## config.mk

```make
export PLATFORM = sky130hd
export DESIGN_NAME = vga_fb_top
export DESIGN_NICKNAME = d
export VERILOG_FILES = /design/src/rtl/vga_fb_top.sv
export SDC_FILE = /design/constraint.sdc
export NUM_CORES = 1
export LEC_CHECK = 0
export BUFFER_PORTS_ARGS = -buffer_cell sky130_fd_sc_hd__buf_2
export CORE_MARGIN = 3
export CORE_UTILIZATION = 25
export CTS_BUF_LIST = sky130_fd_sc_hd__clkbuf_4 sky130_fd_sc_hd__clkbuf_8
export CTS_CLUSTER_SIZE = 10
export DETAILED_ROUTE_END_ITERATION = 8
export PLACE_DENSITY = 0.52
export REMOVE_ABC_BUFFERS = 1
export SYNTH_ARGS = -nofsm -noshare
export SYNTH_HDL_FRONTEND = slang
export SYNTH_SLANG_ARGS = --single-unit
```

## constraint.sdc

```tcl
create_clock -name CLK -period 5.5 [get_ports CLK]
set_input_delay 0.275 -clock CLK [delete_from_list [all_inputs] [get_ports CLK]]
set_output_delay 0.275 -clock CLK [all_outputs]
set_load 0.02 [all_outputs]
```

## src/rtl/vga_fb_top.sv

```systemverilog
// VGA timing generator with framebuffer address generation, pixel replication,
// test patterns and a latency-matched output pipeline.
module vga_fb_top #(
  parameter int H_ACTIVE = 640,
  parameter int H_FP     = 16,
  parameter int H_SYNC   = 96,
  parameter int H_BP     = 48,
  parameter int V_ACTIVE = 480,
  parameter int V_FP     = 10,
  parameter int V_SYNC   = 2,
  parameter int V_BP     = 33,
  parameter bit HS_POL   = 1'b0,
  parameter bit VS_POL   = 1'b0,
  parameter int SCALE    = 1,
  parameter int RD_LAT   = 1,
  parameter int ADDR_W   = 18,
  parameter int X_W      = 10,
  parameter int Y_W      = 9
) (
  input  logic              CLK,
  input  logic              RST_BTN,
  input  logic [1:0]        mode,
  input  logic [15:0]       vram_data,
  output logic [ADDR_W-1:0] vram_addr,
  output logic              VGA_HS_O,
  output logic              VGA_VS_O,
  output logic [7:0]        VGA_R,
  output logic [7:0]        VGA_G,
  output logic [7:0]        VGA_B,
  output logic [X_W-1:0]    x,
  output logic [Y_W-1:0]    y,
  output logic              frame_start
);

  localparam int H_TOTAL = H_ACTIVE + H_FP + H_SYNC + H_BP;
  localparam int V_TOTAL = V_ACTIVE + V_FP + V_SYNC + V_BP;
  // Internal counters may be wider than the exported coordinates (525 lines > 9 bits).
  localparam int HC_W = ($clog2(H_TOTAL) > X_W) ? $clog2(H_TOTAL) : X_W;
  localparam int VC_W = ($clog2(V_TOTAL) > Y_W) ? $clog2(V_TOTAL) : Y_W;

  localparam logic [HC_W-1:0] H_LAST     = HC_W'(H_TOTAL - 1);
  localparam logic [HC_W-1:0] H_ACT      = HC_W'(H_ACTIVE);
  localparam logic [HC_W-1:0] H_ACT_LAST = HC_W'(H_ACTIVE - 1);
  localparam logic [HC_W-1:0] HS_BEG     = HC_W'(H_ACTIVE + H_FP);
  localparam logic [HC_W-1:0] HS_END     = HC_W'(H_ACTIVE + H_FP + H_SYNC);
  localparam logic [HC_W-1:0] H_MASK     = HC_W'(SCALE - 1);
  localparam logic [VC_W-1:0] V_LAST     = VC_W'(V_TOTAL - 1);
  localparam logic [VC_W-1:0] V_ACT      = VC_W'(V_ACTIVE);
  localparam logic [VC_W-1:0] VS_BEG     = VC_W'(V_ACTIVE + V_FP);
  localparam logic [VC_W-1:0] VS_END     = VC_W'(V_ACTIVE + V_FP + V_SYNC);
  localparam logic [VC_W-1:0] V_MASK     = VC_W'(SCALE - 1);
  localparam logic [ADDR_W-1:0] LINE_STEP = ADDR_W'(H_ACTIVE / SCALE);

  localparam logic [1:0] MODE_FB    = 2'd0;
  localparam logic [1:0] MODE_BARS  = 2'd1;
  localparam logic [1:0] MODE_BLACK = 2'd2;

  logic [HC_W-1:0]   h;
  logic [VC_W-1:0]   v;
  logic              h_wrap, frame_end;
  logic              raw_act, raw_hs, raw_vs, raw_first;
  logic              group_end, line_rep_end;
  logic [ADDR_W-1:0] rd_addr, line_base, addr_hold;
  logic [1:0]        mode_q;
  logic [2:0]        bar;
  logic [RD_LAT-1:0] act_p, hs_p, vs_p, first_p;
  logic [2:0]        bar_p [RD_LAT];
  logic [7:0]        r_d, g_d, b_d;

  assign h_wrap    = (h == H_LAST);
  assign frame_end = h_wrap && (v == V_LAST);
  assign raw_act   = (h < H_ACT) && (v < V_ACT);
  assign raw_hs    = ((h >= HS_BEG) && (h < HS_END)) ? HS_POL : ~HS_POL;
  assign raw_vs    = ((v >= VS_BEG) && (v < VS_END)) ? VS_POL : ~VS_POL;
  assign raw_first = (h == '0) && (v == '0);
  // SCALE is a power of two, so the modulo reduces to a mask.
  assign group_end    = ((h & H_MASK) == H_MASK);
  assign line_rep_end = ((v & V_MASK) == V_MASK);

  assign x = h[X_W-1:0];
  assign y = v[Y_W-1:0];
  assign vram_addr = raw_act ? rd_addr : addr_hold;

  // Horizontal / vertical raster counters.
  always_ff @(posedge CLK) begin
    if (!RST_BTN) begin
      h <= '0;
      v <= '0;
    end else if (h_wrap) begin
      h <= '0;
      v <= (v == V_LAST) ? '0 : v + 1'b1;
    end else begin
      h <= h + 1'b1;
    end
  end

  // Read address walk: step per pixel group, rewind to the line base at line end,
  // and advance the base only after the last repeat of a source line.
  always_ff @(posedge CLK) begin
    if (!RST_BTN) begin
      rd_addr   <= '0;
      line_base <= '0;
      addr_hold <= '0;
    end else begin
      if (raw_act) addr_hold <= rd_addr;
      if (frame_end) begin
        rd_addr   <= '0;
        line_base <= '0;
      end else if (raw_act && (h == H_ACT_LAST)) begin
        if (line_rep_end) begin
          line_base <= line_base + LINE_STEP;
          rd_addr   <= line_base + LINE_STEP;
        end else begin
          rd_addr <= line_base;
        end
      end else if (raw_act && group_end) begin
        rd_addr <= rd_addr + 1'b1;
      end
    end
  end

  // Mode is latched once per frame so a pattern never changes mid-picture.
  always_ff @(posedge CLK) begin
    if (!RST_BTN) mode_q <= 2'd0;
    else if (raw_first) mode_q <= mode;
  end

  // Bar index = floor(h*8/H_ACTIVE), found by comparing against constant thresholds.
  always_comb begin
    bar = 3'd0;
    for (int k = 1; k < 8; k++) begin
      if (h >= HC_W'((k * H_ACTIVE + 7) / 8)) bar = bar + 3'd1;
    end
  end

  // Control pipeline matching the VRAM read latency.
  always_ff @(posedge CLK) begin
    if (!RST_BTN) begin
      act_p   <= '0;
      first_p <= '0;
      hs_p    <= {RD_LAT{~HS_POL}};
      vs_p    <= {RD_LAT{~VS_POL}};
      for (int i = 0; i < RD_LAT; i++) bar_p[i] <= 3'd0;
    end else begin
      act_p[0]   <= raw_act;
      first_p[0] <= raw_first;
      hs_p[0]    <= raw_hs;
      vs_p[0]    <= raw_vs;
      bar_p[0]   <= bar;
      for (int i = 1; i < RD_LAT; i++) begin
        act_p[i]   <= act_p[i-1];
        first_p[i] <= first_p[i-1];
        hs_p[i]    <= hs_p[i-1];
        vs_p[i]    <= vs_p[i-1];
        bar_p[i]   <= bar_p[i-1];
      end
    end
  end

  // Colour selection for the pixel whose VRAM word is arriving now.
  always_comb begin
    r_d = 8'h00;
    g_d = 8'h00;
    b_d = 8'h00;
    if (act_p[RD_LAT-1]) begin
      case (mode_q)
        MODE_FB: begin
          r_d = {vram_data[15:11], vram_data[15:13]};
          g_d = {vram_data[10:5], vram_data[10:9]};
          b_d = {vram_data[4:0], vram_data[4:2]};
        end
        MODE_BARS: begin
          r_d = {8{bar_p[RD_LAT-1][2]}};
          g_d = {8{bar_p[RD_LAT-1][1]}};
          b_d = {8{bar_p[RD_LAT-1][0]}};
        end
        MODE_BLACK: begin
          r_d = 8'h00;
        end
        default: begin
          r_d = 8'hFF;
          g_d = 8'hFF;
          b_d = 8'hFF;
        end
      endcase
    end
  end

  // Final output register; colour, syncs and frame_start leave together.
  always_ff @(posedge CLK) begin
    if (!RST_BTN) begin
      VGA_R       <= 8'h00;
      VGA_G       <= 8'h00;
      VGA_B       <= 8'h00;
      VGA_HS_O    <= ~HS_POL;
      VGA_VS_O    <= ~VS_POL;
      frame_start <= 1'b0;
    end else begin
      VGA_R       <= r_d;
      VGA_G       <= g_d;
      VGA_B       <= b_d;
      VGA_HS_O    <= hs_p[RD_LAT-1];
      VGA_VS_O    <= vs_p[RD_LAT-1];
      frame_start <= first_p[RD_LAT-1];
    end
  end

endmodule

```

# After elaboration in Yosys (flattened, before gate mapping)
# Memory sizes are Yosys's and may differ from the RTL's.
# Cells that the tools add are included.
[classes] eq_ne=5 mux=20 bitwise=1 n_lt_le_gt_ge=13 add_sub_neg=10 reduce_logical=14
[ops] operator="8-bit one-hot mux with 3 select lines" n=3
[ops] operator="18-bit 2-to-1 mux" n=3
[ops] operator="10-bit by 9-bit >= comparator with 1-bit output, second input constant" n=4
[ops] operator="10-bit == test, second input constant" n=3
[ops] operator="3-bit 2-to-1 mux" n=7
[ops] operator="10-bit by 1-bit adder with 10-bit output, second input constant" n=2
[ops] operator="10-bit >= comparator, second input constant" n=2
[ops] operator="10-bit by 8-bit >= comparator with 1-bit output, second input constant" n=2
[ops] operator="10-bit zero test" n=2
[ops] operator="10-bit less-than comparator, second input constant" n=2
[ops] operator="10-bit by 9-bit less-than comparator with 1-bit output, second input constant" n=2
[ops] operator="18-bit by 1-bit adder with 18-bit output, second input constant" n=1
[ops] operator="18-bit by 10-bit adder with 18-bit output, second input constant" n=1
[ops] operator="3-bit by 1-bit adder with 3-bit output, second input constant" n=6
[ops] operator="10-bit by 7-bit >= comparator with 1-bit output, second input constant" n=1
[ops] operator="10-bit 2-to-1 mux" n=1
[ops] operator="1-bit logical AND" n=6
[ops] operator="1-bit 2-to-1 mux" n=6
[ops] operator="2-bit OR reduction" n=2
[ops] operator="3-bit OR reduction" n=1
[ops] operator="2-bit by 1-bit == test with 1-bit output, second input constant" n=1
[ops] operator="2-bit == test, second input constant" n=1
[ops] operator="2-bit zero test" n=1
[ops] operator="2-bit AND reduction" n=1
[ops] operator="2 further kinds" n=2
[totals] mem_bits_rw=3 out_inout_bits=64 inputBits=20 word_cells=80 reg_bits=107 mem_count=1
[memory_table] memory="bar_p" depth=1 word_bits=3 read_ports=1 rd_ports_with_merged_regs=0 write_ports=1 line_no="67" rtl="logic [2:0] bar_p [RD_LAT];"

# Longest topological paths before layout
[depth] ltp_word=15 depth_mapped=22 ltp_nobuf=21

# Least setup slack after synthesis
# No wires, ideal clock.
[synth_path] path_type="register -> register" from="register h[6] (netlist: x[6])" to="memory bar_p[0][2]" required_ns=5.428 period_less_slack_ns=4.112 setup_slack_ns=1.388 path_stages_with_launch=22 path_buffers=2 arrival_ns=4.040 setup_ns=0.072 path_cell_list="dfxtp_1 clkbuf_1 o21ai_0 and3b_1 ha_1 clkbuf_1 xor2_1 ha_1 xnor2_1 o32ai_1 o21ai_0 o31a_1 inv_1 ha_1 nor2_1 a21oi_1 ha_1 nand2_1 nor2_1 xnor2_1 xnor2_1 mux2i_1"
[synth_via] elab_chain_cells=15 word_cells_on_any_way=21 cone_classes="add/sub (6); order compare (7); mux (8)"
[synth_lines] element="start: declaration" line_no="58" rtl="logic [HC_W-1:0] h;"
[synth_lines] element="start signal: assignment" line_no="93" rtl="h <= h + 1'b1;"
[synth_lines] element="10-bit by 7-bit >= comparator with 1-bit output" line_no="132" rtl="if (h >= HC_W'((k * H_ACTIVE + 7) / 8)) bar = bar + 3'd1;"
[synth_lines] element="1-bit 2-to-1 mux" line_no="132"
[synth_lines] element="3-bit by 1-bit adder with 3-bit output" line_no="132"
[synth_lines] element="3-bit 2-to-1 mux" line_no="132"
[synth_lines] element="3-bit by 1-bit adder with 3-bit output" line_no="132"
[synth_lines] element="3-bit 2-to-1 mux" line_no="132"
[synth_lines] element="3-bit by 1-bit adder with 3-bit output" line_no="132"
[synth_lines] element="3-bit 2-to-1 mux" line_no="132"
[synth_lines] element="3-bit by 1-bit adder with 3-bit output" line_no="132"
[synth_lines] element="3-bit 2-to-1 mux" line_no="132"
[synth_lines] element="3-bit by 1-bit adder with 3-bit output" line_no="132"
[synth_lines] element="3-bit 2-to-1 mux" line_no="132"
[synth_lines] element="3-bit by 1-bit adder with 3-bit output" line_no="132"
[synth_lines] element="3-bit 2-to-1 mux *" line_no="132"
[synth_lines] element="3-bit 2-to-1 mux (no source line) *"
[synth_lines] element="end: declaration" line_no="67"
# Mark *: on every way between the ends. The rest lies on a longest branch, timed or not.

# Worst setup path in the final report
[layout_path] from="register h[9] (netlist: x[9])" to="memory bar_p[0][2]"
# Same word-level chain as after synthesis.

==> impl_metrics.csv <==
group,metric,value,unit
status,status,"finished, final reports clean",
yosys,synth_top_area_cell,"dfxtp_1",
floorplan,die_x,144,µm
min_path,min_from,"vram_data[8]",
yosys,syn_inst,592,
detailed_routing,drt-total-wl,11400,µm
clock_network,numCtsBuffers,9,
yosys,ys_seq_area_share,39.7,%
setup_path,critPathSlowestCell,"dfxtp_1",
global_route,grt_use_total,10.8,%
yosys,synth_ff_type,"dfxtp_1",
sta,max_freq,232,MHz
setup_path,start_kind,"flip-flop",
sta,fin_setup_tns,0,ns
global_route,gr-total-overflow,0,
finish,layout.nets,667,
sta,rsz0062_at_grt,"no",
min_path,whs_path_depth,3,
setup_path,rr_endpoint,"bar_p[0][2]",
global_route,grt_max_degree,39,
sta,min_period,4.30,ns
yosys,synth_top_area_share,39.7,%
setup_path,rrSetupSlack,1.20,ns
finish,layout-drive-gt1-share,17.1,%
run,max-cap-violations,0,
detailed_routing,drc,0,
detailed_routing,vias,4026,
yosys,avgSynthCellArea,8.10,µm²
clock_network,cts_hold_buf,0,
setup_path,critical_path_class,"flip-flop to flip-flop",
yosys,yosys_warnings,0,
pwr,powerDensity,236,nW/µm²
clock_network,worstSkewPairLatency,0.38,ns
pwr,ir_drop,0.0000862,V
finish,fin_area,5430,µm²
setup_path,path_buf_inv,1,
finish,layout_common_cells,"99 x nand2_1, 95 x dfxtp_1, 83 x buf_2",
sta,hold_viol,0,
yosys,ys_ff_latch,95,
place,gp_congestion,0.746,
finish,layout_commonest_cell,"nand2_1",
place,dp_hpwl,7820,µm
clock_network,cts_setup_buffers,0,
setup_path,reg2reg_from,"x[9]",
setup_path,r2r_cells,19,
clock_network,cts_resized,0,
yosys,yosys-top-cells-area,"dfxtp_1 40%, nand2_1 7.8%, a21oi_1 4.8%",
floorplan,io_pins,84,
global_route,grt_pass1_wl,18200,µm
min_path,hold-path-endpoint,"VGA_G[5]",
finish,n_fill_cell,2051,
clock_network,htreeDepth,3,
min_path,hold_path.class,"input port to flip-flop",
yosys,synth.distinct_cells,54,
sta,worst_pin_slew,0.984,ns
sta,max-slew-margin-rel,34.2,%
floorplan,core_area,18800,µm²
sta,setup_violations,0,
detailed_routing,first_iter_violations,172,
sta,period_share,78.3,%
yosys,async_flop_share,0,%
finish,syn_to_final_growth,13.3,%
pwr,leakagePower,2.32,nW
clock_network,cts_tree,"built",
setup_path,required,5.81,ns
floorplan,die_h,144,µm
detailed_routing,wire_per_inst,13.1,µm
floorplan,fp.dieArea,20900,µm²
clock_network,clock-sinks,95,
detailed_routing,antenna_left,0,
finish,final_util,28.9,%
setup_path,crit_arrival,4.61,ns
finish,insertedDiodeCount,0,
clock_network,ctsLongestPathBuffers,2,
sta,finClkSkew,0.0200,ns
sta,slew_viol_final,0,
setup_path,crit_family,"adder cells",
global_route,grt_pass1_vias,3565,
setup_path,crit_fanout,19,
detailed_routing,firstDrtPassIters,7,
floorplan,std_cell_rows,50,
place,portBuffers,83,
clock_network,cts.reportedPaths.clkPinSlew,0.10,ns
global_route,antenna_found_initial,0,
floorplan,start_util,25.5,%
place,placed_area,5220,µm²
setup_path,endpoint_kind,"flip-flop",
setup_path,worstPathCellList,"nor2_2, and3b_1, ha_1, xor2_1, ha_1, xnor2_1, o32ai_1, o21ai_0, o31a_1, inv_1, ha_1, nor2_1, a21oi_1, ha_1, nand2_1, nor2_1, xnor2_1, xnor2_1, mux2i_1",
setup_path,max_stage_delay,0.71,ns
yosys,synth_edf_count,0,
clock_network,root_buffer,"clkbuf_8",
detailed_routing,vias_per_cell,4.61,
setup_path,critPathMostFrequentCell,"ha_1",
yosys,netlist_area,4790,µm²
==> metrics by stage <==
step / cells / hold slack [ns] / total power [mW] / worst slack [ns]
after global routing: 873 / 0.105 / 1.35 / 0.692
final: 873 / 0.134 / 1.28 / 1.20
after CTS: 873 / 0.104 / 1.31 / 1.18
after detailed placement: 857 / 0.395 / 0.813 / 1.21
after global placement: 857 / 0.393 / 0.812 / 1.29
after floorplan: 537 / 0.348 / 0.776 / 1.56
==> synthesized netlist by cell type, drive strengths merged (11+ instances only) <==
cell    number
buf         33
or3         11
xor2        20
nand4       18
nand2       99
a21oi       46
a211oi      11
dfxtp       95
clkbuf      22
o21ai       26
nand3       15
xnor2       22
nor2        47
ha          13
and2        25
==> area by class of cell <==
cell class | instances | area, µm² | share of cell area, %
Multi-Input combinational cell | 431 | 2550 | 47.0
Clock inverter | 4 | 52.6 | 0.968
Sequential cell | 95 | 1900 | 35.0
Tap cell | 234 | 293 | 5.39
Timing Repair Buffer | 86 | 438 | 8.07
Clock buffer | 12 | 153 | 2.81
Inverter | 11 | 41.3 | 0.761
==> power by group <==
| group | internal (mW) | leakage (nW) | switching (mW) | total (mW) |
|---|---|---|---|---|
| logic | 0.0289 | 1.44 | 0.0552 | 0.0841 |
| registers | 0.701 | 0.770 | 0.00947 | 0.711 |
| clock network | 0.235 | 0.108 | 0.250 | 0.485 |
==> state kept, by name, indices dropped and copies added, names as in the netlist, 2 cells and up <==
signal / count
addr_hold: 18
rd_addr: 18
line_base: 11
v: 10
x: 10
VGA_G: 6
VGA_B: 5
VGA_R: 5
bar_p: 3
mode_q: 2
==> worst reg2reg max path, stage by stage (launching register included) <==
cell and delay, ns:
dfxtp_1 0.71, nor2_2 0.21, and3b_1 0.25, ha_1 0.43, xor2_1 0.33, ha_1 0.31, xnor2_1 0.13, o32ai_1 0.24
o21ai_0 0.12, o31a_1 0.15, inv_1 0.07, ha_1 0.22, nor2_1 0.12, a21oi_1 0.07, ha_1 0.22, nand2_1 0.06
nor2_1 0.05, xnor2_1 0.19, xnor2_1 0.15, mux2i_1 0.20
==> how the worst max path moves through the flow <==
stage / depth (start not counted) / from / end
2_1_floorplan: 19 / x[9] / bar_p[0][2]
3_3_place_gp: 19 / x[9] / bar_p[0][2]
3_5_place_dp: 19 / x[9] / bar_p[0][2]
4_1_cts: 19 / x[9] / bar_p[0][2]
5_1_grt: 19 / x[9] / bar_p[0][2]
6_report: 19 / x[9] / bar_p[0][2]
==> metal layers <==
metal	global-route usage [%]	share of wire, %	up-vias
li1	-	-	2097
met1	15.2	51	1834
met2	16.2	43	87
met3	2.84	5.1	8
met4	3.24	1.1	0
met5	0	0	-
==> logic make-up after synthesis <==
group                    share of synthesized area (%)
AO/OA/AOI/OAI                                     12.7
XOR/XNOR                                          8.14
buffers and inverters                             7.13
flip-flops                                        39.7
multiplexers                                      1.07
adder cells (fa/ha/maj)                           3.39
AND/OR/NAND/NOR                                   27.9
(Power assumes the default switching activity.)
